**src/rtl/cpu_pkg.sv**
```systemverilog
// Shared definitions for the MIPS front end and decoder.
// Instruction field positions, opcode constants and fetch FSM states.
package cpu_pkg;

    localparam int INST_WIDTH   = 32;
    localparam int PC_INCREMENT = 4;

    localparam int OPCODE_MSB = 31;
    localparam int OPCODE_LSB = 26;
    localparam int FUNC_MSB   = 5;
    localparam int FUNC_LSB   = 0;

    // SYSCALL is an R-type encoding selected by the func field
    localparam logic [5:0] OPCODE_RTYPE = 6'h00;
    localparam logic [5:0] FUNC_SYSCALL = 6'h0C;

    typedef enum logic [1:0] {
        FETCH,
        WAIT,
        DELIVER,
        HALT
    } ifu_state_t;

endpackage

```
**src/rtl/ifu_redirect_tracker.sv**
```systemverilog
// Redirect bookkeeping for the fetch unit: squash flag, stored target
// and the priority between redirects and the sequential PC.
module ifu_redirect_tracker
    import cpu_pkg::*;
#(
    parameter int ADDR_WIDTH = 32
) (
    input  logic                  clk,
    input  logic                  rst_b,
    input  ifu_state_t            state,
    input  logic                  req_fire,
    input  logic                  rsp_valid,
    input  logic                  halt_take,
    input  logic                  redirect_valid,
    input  logic [ADDR_WIDTH-1:0] redirect_pc,
    output logic [ADDR_WIDTH-1:0] redirect_target,
    output logic [ADDR_WIDTH-1:0] resume_pc,
    output logic                  fetch_redirect,
    output logic                  deliver_redirect,
    output logic                  drop_rsp
);

    logic                  squash_q;
    logic [ADDR_WIDTH-1:0] target_q;
    logic                  in_fetch;
    logic                  in_wait;
    logic                  in_deliver;
    logic                  arm;

    assign in_fetch   = (state == FETCH);
    assign in_wait    = (state == WAIT);
    assign in_deliver = (state == DELIVER);

    assign redirect_target = redirect_pc & ~ADDR_WIDTH'(3);

    // A redirect seen while a request is in flight poisons its response
    assign arm = redirect_valid & ((in_fetch & req_fire) | in_wait);

    assign fetch_redirect   = redirect_valid & in_fetch & ~req_fire;
    assign deliver_redirect = redirect_valid & in_deliver & ~halt_take;
    assign drop_rsp  = in_wait & rsp_valid & (squash_q | redirect_valid);
    assign resume_pc = redirect_valid ? redirect_target : target_q;

    always_ff @(posedge clk or negedge rst_b) begin
        if (!rst_b) begin
            squash_q <= 1'b0;
            target_q <= '0;
        end else if (in_wait && rsp_valid) begin
            squash_q <= 1'b0;
        end else if (arm) begin
            squash_q <= 1'b1;
            target_q <= redirect_target;
        end
    end

endmodule

```
**src/rtl/instruction_fetch_unit.sv**
```systemverilog
// MIPS fetch stage: imem request/response to decode handshake.
// Define IFU_PERF_CNT_EN to add fetch_count and squash_count outputs.
module instruction_fetch_unit
    import cpu_pkg::*;
#(
    parameter int                    ADDR_WIDTH = 32,
    parameter logic [ADDR_WIDTH-1:0] RESET_PC   = '0
) (
    input  logic                  clk,
    input  logic                  rst_b,
    output logic                  imem_req_valid,
    input  logic                  imem_req_ready,
    output logic [ADDR_WIDTH-1:0] imem_addr,
    input  logic                  imem_rsp_valid,
    input  logic [INST_WIDTH-1:0] imem_rsp_data,
    output logic                  inst_valid,
    input  logic                  inst_ready,
    output logic [INST_WIDTH-1:0] inst_out,
    output logic [ADDR_WIDTH-1:0] pc_out,
    output logic [5:0]            opcode,
    output logic [5:0]            func,
    input  logic                  redirect_valid,
    input  logic [ADDR_WIDTH-1:0] redirect_pc,
    input  logic                  halted,
    output logic                  halted_out
`ifdef IFU_PERF_CNT_EN
    ,
    output logic [31:0]           fetch_count,
    output logic [31:0]           squash_count
`endif
);

    ifu_state_t            state_q;
    ifu_state_t            state_d;
    logic                  armed_q;
    logic [ADDR_WIDTH-1:0] pc_q;
    logic [ADDR_WIDTH-1:0] pc_out_q;
    logic [INST_WIDTH-1:0] inst_q;
    logic                  req_fire;
    logic                  hs;
    logic                  halt_take;
    logic                  rsp_take;
    logic                  fetch_redirect;
    logic                  deliver_redirect;
    logic                  drop_rsp;
    logic [ADDR_WIDTH-1:0] redirect_target;
    logic [ADDR_WIDTH-1:0] resume_pc;

    assign req_fire  = imem_req_valid & imem_req_ready;
    assign hs        = inst_valid & inst_ready;
    assign halt_take = hs & halted;
    assign rsp_take  = (state_q == WAIT) & imem_rsp_valid & ~drop_rsp;

    ifu_redirect_tracker #(
        .ADDR_WIDTH(ADDR_WIDTH)
    ) u_tracker (
        .clk              (clk),
        .rst_b            (rst_b),
        .state            (state_q),
        .req_fire         (req_fire),
        .rsp_valid        (imem_rsp_valid),
        .halt_take        (halt_take),
        .redirect_valid   (redirect_valid),
        .redirect_pc      (redirect_pc),
        .redirect_target  (redirect_target),
        .resume_pc        (resume_pc),
        .fetch_redirect   (fetch_redirect),
        .deliver_redirect (deliver_redirect),
        .drop_rsp         (drop_rsp)
    );

    always_ff @(posedge clk or negedge rst_b) begin
        if (!rst_b) state_q <= FETCH;
        else        state_q <= state_d;
    end

    always_comb begin
        state_d = state_q;
        unique case (state_q)
            FETCH:   if (req_fire) state_d = WAIT;
            WAIT: begin
                if (imem_rsp_valid)
                    state_d = drop_rsp ? FETCH : DELIVER;
            end
            DELIVER: begin
                if (halt_take)
                    state_d = HALT;
                else if (hs || deliver_redirect)
                    state_d = FETCH;
            end
            HALT:    state_d = HALT;
            default: state_d = FETCH;
        endcase
    end

    // armed_q keeps the request low during reset and its first cycle out
    always_comb begin
        imem_req_valid = 1'b0;
        inst_valid     = 1'b0;
        halted_out     = 1'b0;
        unique case (state_q)
            FETCH:   imem_req_valid = armed_q;
            DELIVER: inst_valid     = 1'b1;
            HALT:    halted_out     = 1'b1;
            default: ;
        endcase
    end

    always_ff @(posedge clk or negedge rst_b) begin
        if (!rst_b) begin
            armed_q  <= 1'b0;
            pc_q     <= RESET_PC;
            pc_out_q <= '0;
            inst_q   <= '0;
        end else begin
            armed_q <= 1'b1;
            unique case (1'b1)
                fetch_redirect:   pc_q <= redirect_target;
                drop_rsp:         pc_q <= resume_pc;
                deliver_redirect: pc_q <= redirect_target;
                rsp_take: begin
                    inst_q   <= imem_rsp_data;
                    pc_out_q <= pc_q;
                    pc_q     <= pc_q + ADDR_WIDTH'(PC_INCREMENT);
                end
                default: ;
            endcase
        end
    end

    assign imem_addr = pc_q;
    assign inst_out  = inst_q;
    assign pc_out    = pc_out_q;
    assign opcode    = inst_q[OPCODE_MSB:OPCODE_LSB];
    assign func      = inst_q[FUNC_MSB:FUNC_LSB];

`ifdef IFU_PERF_CNT_EN
    always_ff @(posedge clk or negedge rst_b) begin
        if (!rst_b) begin
            fetch_count  <= '0;
            squash_count <= '0;
        end else begin
            if (hs && fetch_count != '1)
                fetch_count <= fetch_count + 32'd1;
            if ((drop_rsp || deliver_redirect) && squash_count != '1)
                squash_count <= squash_count + 32'd1;
        end
    end
`endif

    rsp_only_in_wait: assert property (
        @(posedge clk) disable iff (!rst_b)
        imem_rsp_valid |-> state_q == WAIT
    );

endmodule

```
**config.mk**
```make
export PLATFORM = sky130hd
export DESIGN_NAME = instruction_fetch_unit
export DESIGN_NICKNAME = d
export VERILOG_FILES = /design/src/rtl/cpu_pkg.sv /design/src/rtl/ifu_redirect_tracker.sv /design/src/rtl/instruction_fetch_unit.sv
export SDC_FILE = /design/constraint.sdc
export NUM_CORES = 1
export LEC_CHECK = 0
export ABC_AREA = 1
export BUFFER_PORTS_ARGS = -buffer_cell sky130_fd_sc_hd__buf_4
export CORE_MARGIN = 4
export CORE_UTILIZATION = 47
export DETAILED_ROUTE_END_ITERATION = 8
export GPL_TIMING_DRIVEN = 0
export PLACE_DENSITY = 0.76
export SLEW_MARGIN = 10
export SYNTH_ARGS = -nofsm -noshare
export SYNTH_HDL_FRONTEND = slang
export SYNTH_SLANG_ARGS = --single-unit
```
**constraint.sdc**
```tcl
create_clock -name clk -period 1.6 [get_ports clk]
set_input_delay 0.16 -clock clk [delete_from_list [all_inputs] [get_ports clk]]
set_output_delay 0.16 -clock clk [all_outputs]
set_load 0.01 [all_outputs]
```
After elaboration in Yosys (flattened, before gate mapping)
Cells that the tools add are included.

cells by class
  add/subtract/negate cells = 1
  equality and inequality tests = 6
  muxes and demuxes = 13
  bitwise logic cells = 18
  reductions and logical operators = 8

operators with widths
  kind                                                    count
  case mux 32 bit (3 select lines)                        1
  adder 32 x 3 -> 32 bit (second input constant)          1
  two-way mux 32 bit                                      1
  bitwise AND 1 bit                                       12
  two-way mux 2 bit                                       5
  case mux 2 bit (4 select lines)                         1
  two-way mux 1 bit                                       5
  equality test 2 bit (second input constant)             2
  inverter 1 bit                                          4
  inequality test 3 x 2 -> 1 bit (second input constant)  1
  AND reduction 3 bit                                     1
  nonzero test 3 bit                                      1
  equality test 2 x 1 -> 1 bit (second input constant)    1
  zero test 2 bit                                         1
  inequality test 2 x 1 -> 1 bit (second input constant)  1
  inequality test 2 bit (second input constant)           1
  bitwise OR 1 bit                                        2
  AND reduction 2 bit                                     1
  nonzero test 2 bit                                      1
  OR reduction 2 bit                                      1
  logical AND 1 bit                                       1
  logical OR 1 bit                                        1

word-level totals
  output and inout port bits = 111
  register bits = 130
  bits of input ports = 71

Depth between registers and ports, before layout
Gate-level depths: netlist of run 1.

  word-level depth = 10
  gate-level depth with buffers = 11
  mapped depth without buffers = 11

Cells and area by module
From an unflattened synthesis of run 1, not the netlist that was laid out.

second synthesis, totals
  cell total of the unflattened synthesis = 1023
  area total of the unflattened synthesis = 7249.5 sq um

by module, submodules not included
  module                  instances  cells each  area each (sq um)
  instruction_fetch_unit  1          743         5313.8
  ifu_redirect_tracker    1          280         1935.6

Worst setup path before layout of run 1
OpenSTA, ideal clock, no wires.

  path type = flip-flop to flip-flop
  start = register pc_q[2], in the netlist imem_addr[2]
  end = register pc_q[30], in the netlist imem_addr[30]
  clock period less this slack = 1.589 ns
  data required time = 1.483 ns
  arrival time = 1.472 ns
  slack = 0.011 ns
  stages on the path, launching flop included = 11
  cell sequence = dfrtp_1 ha_1 nand2_1 nor2_1 nand2_1 nor2_1 nand2_1 nand2_1 nand3_1 nor2_1 nor2_1

between the ends
  word-level cells in the longest chain between the ends = 2

ends and longest elaborated chain
  item                              line                           text
  from (decl)                       instruction_fetch_unit.sv:36   logic [ADDR_WIDTH-1:0] pc_q;
  from (signal assigned)            instruction_fetch_unit.sv:118  fetch_redirect: pc_q <= redirect_target;
  from (signal assigned)            instruction_fetch_unit.sv:119  drop_rsp: pc_q <= resume_pc;
  from (signal assigned)            instruction_fetch_unit.sv:120  deliver_redirect: pc_q <= redirect_target;
  adder 32 x 3 -> 32 bit            instruction_fetch_unit.sv:124  pc_q <= pc_q + ADDR_WIDTH'(PC_INCREMENT);
  case mux 32 bit (3 select lines)  instruction_fetch_unit.sv:117  unique case (1'b1)

Every way passes these cells.
A chain may end at the register's enable or synchronous reset.

Worst setup path in the final report of run 1
  start = register u_tracker.squash_q
  end = register pc_q[14], in the netlist imem_addr[14]

between the ends
  word-level cells in the longest chain between the ends = 5
  elaborated cells on any way between the ends = 6
  those cells by class = mux (1); bitwise (4); reduce/logical (1)

ends and longest elaborated chain
  item                                                                           line                          text
  from (decl)                                                                    ifu_redirect_tracker.sv:23    logic squash_q;
  from (signal assigned)                                                         ifu_redirect_tracker.sv:46    squash_q <= 1'b0;
  from (signal assigned)                                                         ifu_redirect_tracker.sv:49    squash_q <= 1'b0;
  from (signal assigned)                                                         ifu_redirect_tracker.sv:51    squash_q <= 1'b1;
  bitwise OR 1 bit (*)                                                           ifu_redirect_tracker.sv:41    assign drop_rsp = in_wait & rsp_valid & (squash_q | redirect_valid);
  bitwise AND 1 bit (*)                                                          ifu_redirect_tracker.sv:41
  inverter 1 bit                                                                 instruction_fetch_unit.sv:52  assign rsp_take = (state_q == WAIT) & imem_rsp_valid & ~drop_rsp;
  bitwise AND 1 bit                                                              instruction_fetch_unit.sv:52
  case mux 32 bit (3 select lines) / nonzero test 3 bit (equally long branches)  --

Mark *: on every way between the ends. The rest lies on a longest branch, timed or not.

==> results of run 1 <==
## final cells by class
cell class,instances,share of cell area
flip-flops and latches,126,0.331
multi-input cells,623,0.304
repair buffers,231,0.200
clock buffers,27,0.0557
plain buffers,54,0.0442
inverters,86,0.0343
well taps,176,0.0230
clock inverters,5,0.00785
## sequential cells by signal (all words and copies together), names as in the netlist
name and flops:
pc_out 30, inst_out 32, u_tracker.target_q 30, armed_q 1
u_tracker.squash_q 1, state_q 2, imem_addr 30
## tightest hold or removal path, cell delays in order
cell	delay (ns)
buf_4	0.08
nor2_1	0.04
a21oi_1	0.11
## metrics by stage
stage	std cells	instance area (sq um)
final	1328	9570
after detailed placement	1240	8080
after global routing	1328	9570
after global placement	1239	8050
after CTS	1317	9250
after floorplan	889	6530
## worst max-delay path by stage
stage / from / to / slack, ns / cells past startpoint
2_1_floorplan: imem_addr[2]$_DFFE_PN0P_ / imem_addr[30]$_DFFE_PN0P_ / 0.01 / 10
3_3_place_gp: imem_addr[2]$_DFFE_PN0P_ / imem_addr[18]$_DFFE_PN0P_ / -0.35 / 8
3_5_place_dp: imem_addr[2]$_DFFE_PN0P_ / imem_addr[30]$_DFFE_PN0P_ / -0.38 / 10
4_1_cts: imem_addr[2]$_DFFE_PN0P_ / imem_addr[28]$_DFFE_PN0P_ / -0.01 / 10
5_1_grt: state_q[0]$_DFFE_PN0P_ / u_tracker.target_q[12]$_DFFE_PN0P_ / -0.22 / 9
6_report: u_tracker.squash_q$_DFFE_PN0P_ / imem_addr[14]$_DFFE_PN0P_ / -0.06 / 8
## synthesized netlist by cell type
library cell	count
buf_2	24
nand3_1	41
nor2_4	1
a31oi_1	2
nand2_2	1
o31ai_1	1
nor3_1	3
o21ai_1	3
ha_1	1
mux2i_1	7
nand3b_1	5
nand4_1	5
o22ai_1	2
a22oi_1	1
nand2_4	3
nand2_1	308
clkinv_1	1
nor2_1	115
o211ai_1	8
buf_4	20
inv_2	2
o21a_1	6
nand3_2	1
o21ai_0	71
o21ai_2	1
nor4_1	1
dfrtp_1	126
conb_1	2
or2_2	2
a21oi_1	29
buf_6	2
clkbuf_1	8
inv_1	83
## cell families after synthesis
group,Yosys count,share of synthesized area
adder cells (fa/ha/maj),1,0.00192
AO/OA/AOI/OAI,124,0.103
flip-flops,126,0.484
buffers and inverters,140,0.0991
multiplexers,7,0.0108
AND/OR/NAND/NOR,486,0.300
other,2,0.00115
## metal layers
layer / vias up / share of wire / routed length (microns) / GRT usage
li1: 3267 / - / - / -
met1: 3104 / 0.41 / 8660 / 0.348
met2: 347 / 0.46 / 9670 / 0.415
met3: 65 / 0.094 / 2000 / 0.0631
met4: 0 / 0.040 / 848 / 0.109
met5: - / 0 / 0 / 0
## power groups by stage
stage / Clock, mW / Combinational, mW / Sequential [mW]
after global routing: 4.13 / 9.51 / 6.29
final: 3.94 / 8.65 / 6.07
after global placement: 0 / 7.52 / 5.99
after CTS: 3.96 / 8.07 / 6.00
after floorplan: 0 / 3.72 / 6.30
after detailed placement: 0 / 7.66 / 6.05
## what timing repair did
item,4_1_cts,5_1_grt
hold endpoints to repair,94,0
cloned,0,3
endpoints found under the setup margin,120,112
hold buffers,39,0
pin swaps,4,13
buffers inserted,6,8
gates resized for setup,44,83
==> flow_metrics.tcl, run 1 <==
set metrics [dict create \
    io_buffers 174 \
    final_cell_mix "301 x nand2_1, 212 x buf_4, 117 x dfrtp_1" \
    finalSetupTns_ns -0.545 \
    routabilityCongestion 0.948 \
    outcome "complete, but fails checks" \
    skew_ns 0.00747 \
    nets 1211 \
    p_seq_frac 0.325 \
    final_common_cell "nand2_1" \
    min-delay-path-class "in -> reg" \
    synth_area_leaders "dfrtp_1 48%, nand2_1 18%, nor2_1 6.6%, o21ai_0 5.5%, inv_1 4.8%" \
    clkPwrFrac 0.211 \
    hpwlAfterDp_mm 14.9 \
    synthesis.area_sq_mm 0.00651 \
    die_height_microns 126 \
    cts_root_buffer "clkbuf_16" \
    setup_ws_ns -0.0618 \
    tightest_slew_ns 0.527 \
    cp_slowest_stage_delay_ns 0.37 \
    cp_data_arrival_time_ns 1.98 \
    ys_types 33 \
    powerDensity_mw_per_mm2 1950 \
    whs_endpoint "u_tracker.target_q[6]$_DFFE_PN0P_" \
    die_area_sq_mm 0.0158 \
    multi_input_area_sq_mm 0.00291 \
    crit_family "simple AND/OR/NAND/NOR gates" \
    grt_setup_unrepaired "yes" \
    fin_crit_ns 1.66 \
    critPathKind "reg -> reg" \
    clk_path_buf_depth 2 \
    p_int_mw 11.3 \
    reg2reg_slack_ns -0.06 \
    grt_overflow 0 \
    dr.pass1.iters 5 \
    switching_share 0.393 \
    reg2reg_from "u_tracker.squash_q$_DFFE_PN0P_" \
    antenna_found_initial 0 \
    crit_slowest_cell "dfrtp_1" \
    cts_tree "built" \
    whs_path_depth 3 \
    crit_fanout 6 \
    clkTransAtPathRegs_ns 0.06 \
    r2r-end "imem_addr[14]$_DFFE_PN0P_" \
    postRouteAntennaNets 0 \
    comb_power_share 0.464 \
    synth.top_cell.area_share 0.484 \
    start_kind "flip-flop" \
    yosysTopAreaCell "dfrtp_1" \
    utilization 0.714 \
    h-tree-depth 4 \
    power_switching_mw 7.32 \
    vias_per_cell 5.11 \
    crit_chain "nor2_1 -> nand2_4 -> buf_8 -> buf_12 -> o211ai_1 -> nand3_1 -> o21ai_1 -> inv_1" \
    core_sq_mm 0.0134 \
    power_mw 18.7 \
    fmax_mhz 602 \
    grt_pass1_vias 6405 \
    fin_crit_sh 1.04 \
    rr_worst_depth 8 \
    num_vias 6783 \
    grt_max_degree 71 \
    track_usage 0.262 \
    nFillCells 1076 \
    n_antenna_cell 0 \
    worst_hold_slack_ns 0.00773 \
    drt_iter0_drc 588 \
    final-setup-viol-count 21 \
    rows 42 \
    drt_wl_total_mm 21.2 \
    area_growth_pct 46.8 \
    drc 0 \
    drv_slew 0 \
    ioPinCount 182 \
    synth_warnings 0 \
    violations "setup timing" \
    slew_headroom 0.648 \
    finalHoldViolations 0 \
    ys_seq_elements 126 \
    cts.sinks 126 \
    drv_cap 0 \
    grt_pass1_wl_mm 32.9 \
    place_ws_ns -0.382 \
    die_x_microns 126 \
    drive_above_1_share 0.290 \
    crit_buf_inv 3 \
    hold_start "redirect_pc[6]" \
    clk_latency_ns 0.42 \
    worst_setup_path_end_kind "flip-flop" \
    initial_core_util 0.486 \
    routedWlPerCell_microns 15.9 \
    netlist_instances 886 \
    p_leak_nw 4.92 \
    numCtsBuffers 17 \
    peakVddDrop_mv 0.987 \
    seq_area_frac_synth 0.484 \
    crit_required_ns 1.91 \
    final-seq-area_sq_mm 0.00316 \
    syn_avg_cell_area_sq_um 7.35 \
]
(Power assumes the default switching activity.)
==> run 2, diff against run 1 <==
- CELL_PAD_IN_SITES_DETAIL_PLACEMENT: unset -> 0
- CELL_PAD_IN_SITES_GLOBAL_PLACEMENT: unset -> 1
- CORE_UTILIZATION: 47 -> 34
- PLACE_DENSITY: 0.76 -> unset
- PLACE_DENSITY_LB_ADDON: unset -> 0.1
==> run 2 against run 1 <==
  * The flow still finishes with violations (setup timing)
  * Count of clock-buffer cells in the layout decreased by 6
  * Cell area increased by 6.0%
  * Critical path depth increased by 2
  * Sequential power about the same
  * Routed wire length increased by 8.4%
  * Flip-flop and latch count unchanged
  * Clock skew increased by 0.0015 ns
  * Clock power decreased by 2%
  * Non-clock buffer count increased by 11
  * Largest cell class unchanged
  * Largest power group unchanged
  * Highest routed layer unchanged
==> flow_metrics.tcl, run 2 (synthesis gave the netlist of run 1 again) <==
set metrics [dict create \
    grt_pass1_vias 6369 \
    num_vias 6566 \
    cts.sinks 126 \
    place_area_sq_mm 0.00816 \
    fin_crit_ns 1.67 \
    drive_above_1_share 0.337 \
    grt_max_degree 75 \
    ioPinCount 182 \
    critPathCapture "imem_addr[14]$_DFFE_PN0P_" \
    skew_ns 0.00894 \
    setup_ws_ns -0.0698 \
    worst_setup_path_end_kind "flip-flop" \
    min-delay-path-class "in -> reg" \
    die_height_microns 146 \
    clk_path_buf_depth 2 \
    h-tree-depth 4 \
    utilization 0.541 \
    slew_headroom 0.655 \
    die_area_sq_mm 0.0214 \
    p_leak_nw 5.06 \
    n_antenna_cell 0 \
    fin_cells 1397 \
    clkTransAtPathRegs_ns 0.06 \
    routedWlPerCell_microns 16.4 \
    finalHoldViolations 0 \
    final_common_cell "nand2_1" \
    drv_slew 0 \
    reg2reg_from "state_q[0]$_DFFE_PN0P_" \
    postRouteAntennaNets 0 \
    core_sq_mm 0.0188 \
    powerDensity_mw_per_mm2 1910 \
    clk_latency_ns 0.42 \
    grt_overflow 0 \
    crit_chain "buf_6 -> nand2_4 -> nor2_4 -> nand2_4 -> buf_12 -> buf_12 -> o211ai_1 -> nand3_1 -> o21ai_1 -> inv_1" \
    track_usage 0.212 \
    drv_cap 0 \
    rows 50 \
    fmax_mhz 599 \
    area_growth_pct 55.7 \
    switching_share 0.398 \
    grt_pass1_wl_mm 35.7 \
    drt_wl_total_mm 23.0 \
    dr.pass1.iters 5 \
    nets 1222 \
    io_buffers 174 \
    nFillCells 1845 \
    cts_root_buffer "clkbuf_16" \
    dpl.cell_count 1298 \
    violations "setup timing" \
    tightest_slew_ns 0.518 \
    grt_setup_unrepaired "yes" \
    vias_per_cell 4.70 \
    postLayoutCellArea_sq_mm 0.0101 \
    start_kind "flip-flop" \
    initial_core_util 0.347 \
    critPathKind "reg -> reg" \
    drc 0 \
    cts_tree "built" \
    hpwlAfterDp_mm 16.4 \
    routabilityCongestion 0.854 \
    outcome "complete, but fails checks" \
    final-setup-viol-count 33 \
    antenna_found_initial 0 \
    peakVddDrop_mv 0.946 \
    crit_slowest_cell "dfrtp_1" \
    final_cell_mix "291 x nand2_1, 214 x buf_4, 113 x dfrtp_1" \
    drt_iter0_drc 420 \
    p_seq_frac 0.314 \
    largest_reg_flops 32 \
    numCtsBuffers 17 \
    comb_power_share 0.487 \
    crit_required_ns 1.90 \
    crit_fanout 7 \
    die_x_microns 146 \
    startpoint "state_q[0]$_DFFE_PN0P_" \
    p_int_mw 11.7 \
    power_switching_mw 7.74 \
    rr_worst_depth 10 \
    fin_crit_sh 1.04 \
    clkPwrFrac 0.199 \
    cp_data_arrival_time_ns 1.97 \
    r2r-end "imem_addr[14]$_DFFE_PN0P_" \
    reg2reg_slack_ns -0.07 \
    cp_slowest_stage_delay_ns 0.35 \
]
-- run 2: changes by cell type in the layout (fill, tap and decap cells not counted), sizes merged --
cell	delta
bufinv	+1
buf	+18
inv	+1
clkinvlp	+4
dlygate4sd3	-3
clkbuf	-10
-- run 2: how the worst min path moves through the flow --
stage | depth (start not counted) | end | slack [ns] | from
finish | 3 | u_tracker.target_q[6]$_DFFE_PN0P_ | 0.004 | redirect_pc[6]
global route | 3 | u_tracker.target_q[6]$_DFFE_PN0P_ | 0.004 | redirect_pc[6]
CTS | 3 | u_tracker.target_q[7]$_DFFE_PN0P_ | 0.002 | redirect_pc[7]
detailed placement | 1 | inst_out[21]$_DFFE_PN0P_ | 0.15 | rst_b
global placement | 3 | inst_out[23]$_DFFE_PN0P_ | 0.35 | imem_rsp_data[23]
floorplan | 0 | armed_q$_DFF_PN0_ | -0.14 | rst_b
-- run 2: layout make-up --
cell class	instances	area [sq um]	share of cell area
sequential	126	3170	0.312
multi-input combinational	623	3170	0.312
timing repair buffer	243	2090	0.206
buffer	53	514	0.0507
clock buffer	21	440	0.0434
inverter	86	324	0.0319
tap	234	293	0.0289
clock inverter	11	143	0.0141
-- run 2: critical path: cells and delay by family, from the launching register on --
kind | cells | cell delay, ns
buf+inv | 4 | 0.54
flops | 1 | 0.35
compound gates | 2 | 0.23
simple gates | 4 | 0.42
-- run 2: metal layers --
layer  global-route usage  routed length, microns  part of all wire  vias up
met5                    0                       0                 0        -
met2                0.335                   10800              0.47      187
met4               0.0659                     363             0.016        0
met1                0.299                   10600              0.46     3061
met3               0.0341                    1200             0.052       19
li1                     -                       -                 -     3299
-- run 2: power groups by stage --
stage	logic [mW]	registers, mW	clock network (mW)
after floorplan	3.72	6.30	0
after global placement	7.70	6.05	0
after detailed placement	7.77	6.09	0
after CTS	8.68	6.06	3.93
after global routing	10.4	6.31	4.08
final	9.47	6.10	3.86
-- run 2: what timing repair did --
action                                 CTS  global route
gates cloned                             3             3
pin swaps                               19            25
setup endpoints to repair              122           108
endpoints found under the hold margin   86             1
resized for setup                       98           127
hold buffers                            35             1
buffers inserted                        14            13
-- run 2: metrics by stage --
| stage | total power, mW | setup TNS [ns] | hold WS, ns | setup slack [ns] |
|---|---|---|---|---|
| floorplan | 10.0 | 0 | -0.136 | 0.0113 |
| global placement | 13.8 | -43.71 | 0.353 | -0.510 |
| detailed placement | 13.9 | -26.76 | 0.150 | -0.501 |
| CTS | 18.7 | -0.220 | 0.00189 | -0.0362 |
| global route | 20.8 | -4.87 | 0.00395 | -0.119 |
| finish | 19.4 | -0.528 | 0.00421 | -0.0698 |
==> run 3, diff against run 2 <==
- SKIP_CTS_REPAIR_TIMING: unset -> 1
==> run 3 against run 2 <==
  * The run still ends with setup timing left
  * Flip-flop and latch count is the same
  * Register-to-register slack lost 0.02 ns
  * Die area is the same
  * Clock power is essentially flat
  * Critical path type unchanged
  * Largest cell class unchanged
  * Largest power group unchanged
==> flow_metrics.tcl, run 3 (synthesis gave the netlist of run 1 again) <==
set metrics [dict create \
    n_antenna_cell 0 \
    die_area_sq_mm 0.0214 \
    nets 1208 \
    largest_reg_flops 32 \
    min-delay-path-class "in -> reg" \
    initial_core_util 0.347 \
    power_mw 18.9 \
    rows 50 \
    crit_family "simple AND/OR/NAND/NOR gates" \
    skew_ns 0.00830 \
    cp_data_arrival_time_ns 2.00 \
    core_sq_mm 0.0188 \
    crit_required_ns 1.91 \
    fin_cells 1383 \
    crit_slowest_cell "dfrtp_1" \
    fin_crit_ns 1.69 \
    final_cell_mix "297 x nand2_1, 205 x buf_4, 118 x dfrtp_1" \
    grt_pass1_vias 5979 \
    slew_headroom 0.600 \
    clk_path_buf_depth 2 \
    drc 0 \
    worst_setup_path_end_kind "flip-flop" \
    num_vias 6430 \
    grt_overflow 0 \
    fin_crit_sh 1.05 \
    crit_chain "buf_6 -> nor2_1 -> o21ai_2 -> nand2_4 -> nand2_8 -> nand2_8 -> buf_8 -> nand2_1 -> nand3b_1 -> nand2_1 -> inv_1" \
    die_x_microns 146 \
    drv_slew 0 \
    drive_above_1_share 0.311 \
    area_growth_pct 50.5 \
    clkTransAtPathRegs_ns 0.06 \
    drv_cap 0 \
    violations "setup timing" \
    routabilityCongestion 0.854 \
    critPathKind "reg -> reg" \
    vias_per_cell 4.65 \
    hpwlAfterDp_mm 16.4 \
    final-setup-viol-count 18 \
    die_height_microns 146 \
    worst_hold_slack_ns 0.00176 \
    grt_max_degree 75 \
    crit_buf_inv 3 \
    drt_wl_total_mm 22.7 \
    place_ws_ns -0.501 \
    postRouteAntennaNets 0 \
    finalHoldViolations 0 \
    drt_iter0_drc 405 \
    cts_tree "built" \
    cts.sinks 126 \
    setup_ws_ns -0.0856 \
    dpl.cell_count 1298 \
    dr.pass1.iters 7 \
    numCtsBuffers 17 \
    postLayoutCellArea_sq_mm 0.00981 \
    antenna_found_initial 0 \
    cp_slowest_stage_delay_ns 0.37 \
    clk_latency_ns 0.41 \
    powerDensity_mw_per_mm2 1930 \
    h-tree-depth 4 \
    peakVddDrop_mv 0.860 \
    place_area_sq_mm 0.00816 \
    start_kind "flip-flop" \
    grt_setup_unrepaired "yes" \
    fmax_mhz 593 \
    routedWlPerCell_microns 16.4 \
    outcome "complete, but fails checks" \
    cts_root_buffer "clkbuf_16" \
    tightest_slew_ns 0.594 \
    finalSetupTns_ns -0.702 \
    reg2reg_slack_ns -0.09 \
    crit_fanout 7 \
    final_common_cell "nand2_1" \
    p_leak_nw 4.91 \
    track_usage 0.202 \
    ioPinCount 182 \
    grt_pass1_wl_mm 33.9 \
    io_buffers 174 \
    utilization 0.523 \
]
[run 3: cell count changes in the layout (fill, tap and decap cells not counted), moves of 5 or more]
cell / delta
nor2_4: -17
buf_4: -9
o21ai_0: +8
nand2_1: +6
dfrtp_1: +5
buf_12: -5
nor2_1: +13
dfrtp_2: -5
o21ai_1: -8
[run 3: layout make-up]
class,instances,area (sq um)
Fill cell,1896,8960
Sequential cell,126,3160
Multi-Input combinational cell,624,3020
Timing Repair Buffer,228,1910
Buffer,53,504
Clock buffer,21,440
Inverter,86,330
Tap cell,234,293
Clock inverter,11,143
[run 3: report_power, final]
part | total [mW] | switching [mW] | internal (mW)
Combinational | 8.96 | 4.77 | 4.20
Sequential | 6.10 | 1.33 | 4.77
Clock | 3.85 | 1.41 | 2.44
[run 3: tightest hold or removal path, stage by stage]
cell	delay (ns)
buf_4	0.09
nor2_2	0.04
a21oi_2	0.09
[run 3: path summary, 6_finish.rpt]
path | from | cells past startpoint | to
worst min register to register | inst_out[20]$_DFFE_PN0P_ | 2 | inst_out[20]$_DFFE_PN0P_
max in group asynchronous | rst_b | 3 | imem_addr[2]$_DFFE_PN0P_
worst max-delay path | state_q[0]$_DFFE_PN0P_ | 11 | imem_addr[28]$_DFFE_PN0P_
worst max register to register | state_q[0]$_DFFE_PN0P_ | 11 | imem_addr[28]$_DFFE_PN0P_
min in group asynchronous | rst_b | 2 | inst_out[21]$_DFFE_PN0P_
worst min-delay path | redirect_pc[6] | 3 | u_tracker.target_q[6]$_DFFE_PN0P_
[run 3: metal layers]
layer / vias to the layer above / GRT usage / wire, microns
li1: 3273 / - / -
met3: 20 / 0.0354 / 1010
met1: 2958 / 0.293 / 10800
met5: - / 0 / 0
met4: 0 / 0.0607 / 355
met2: 179 / 0.308 / 10500
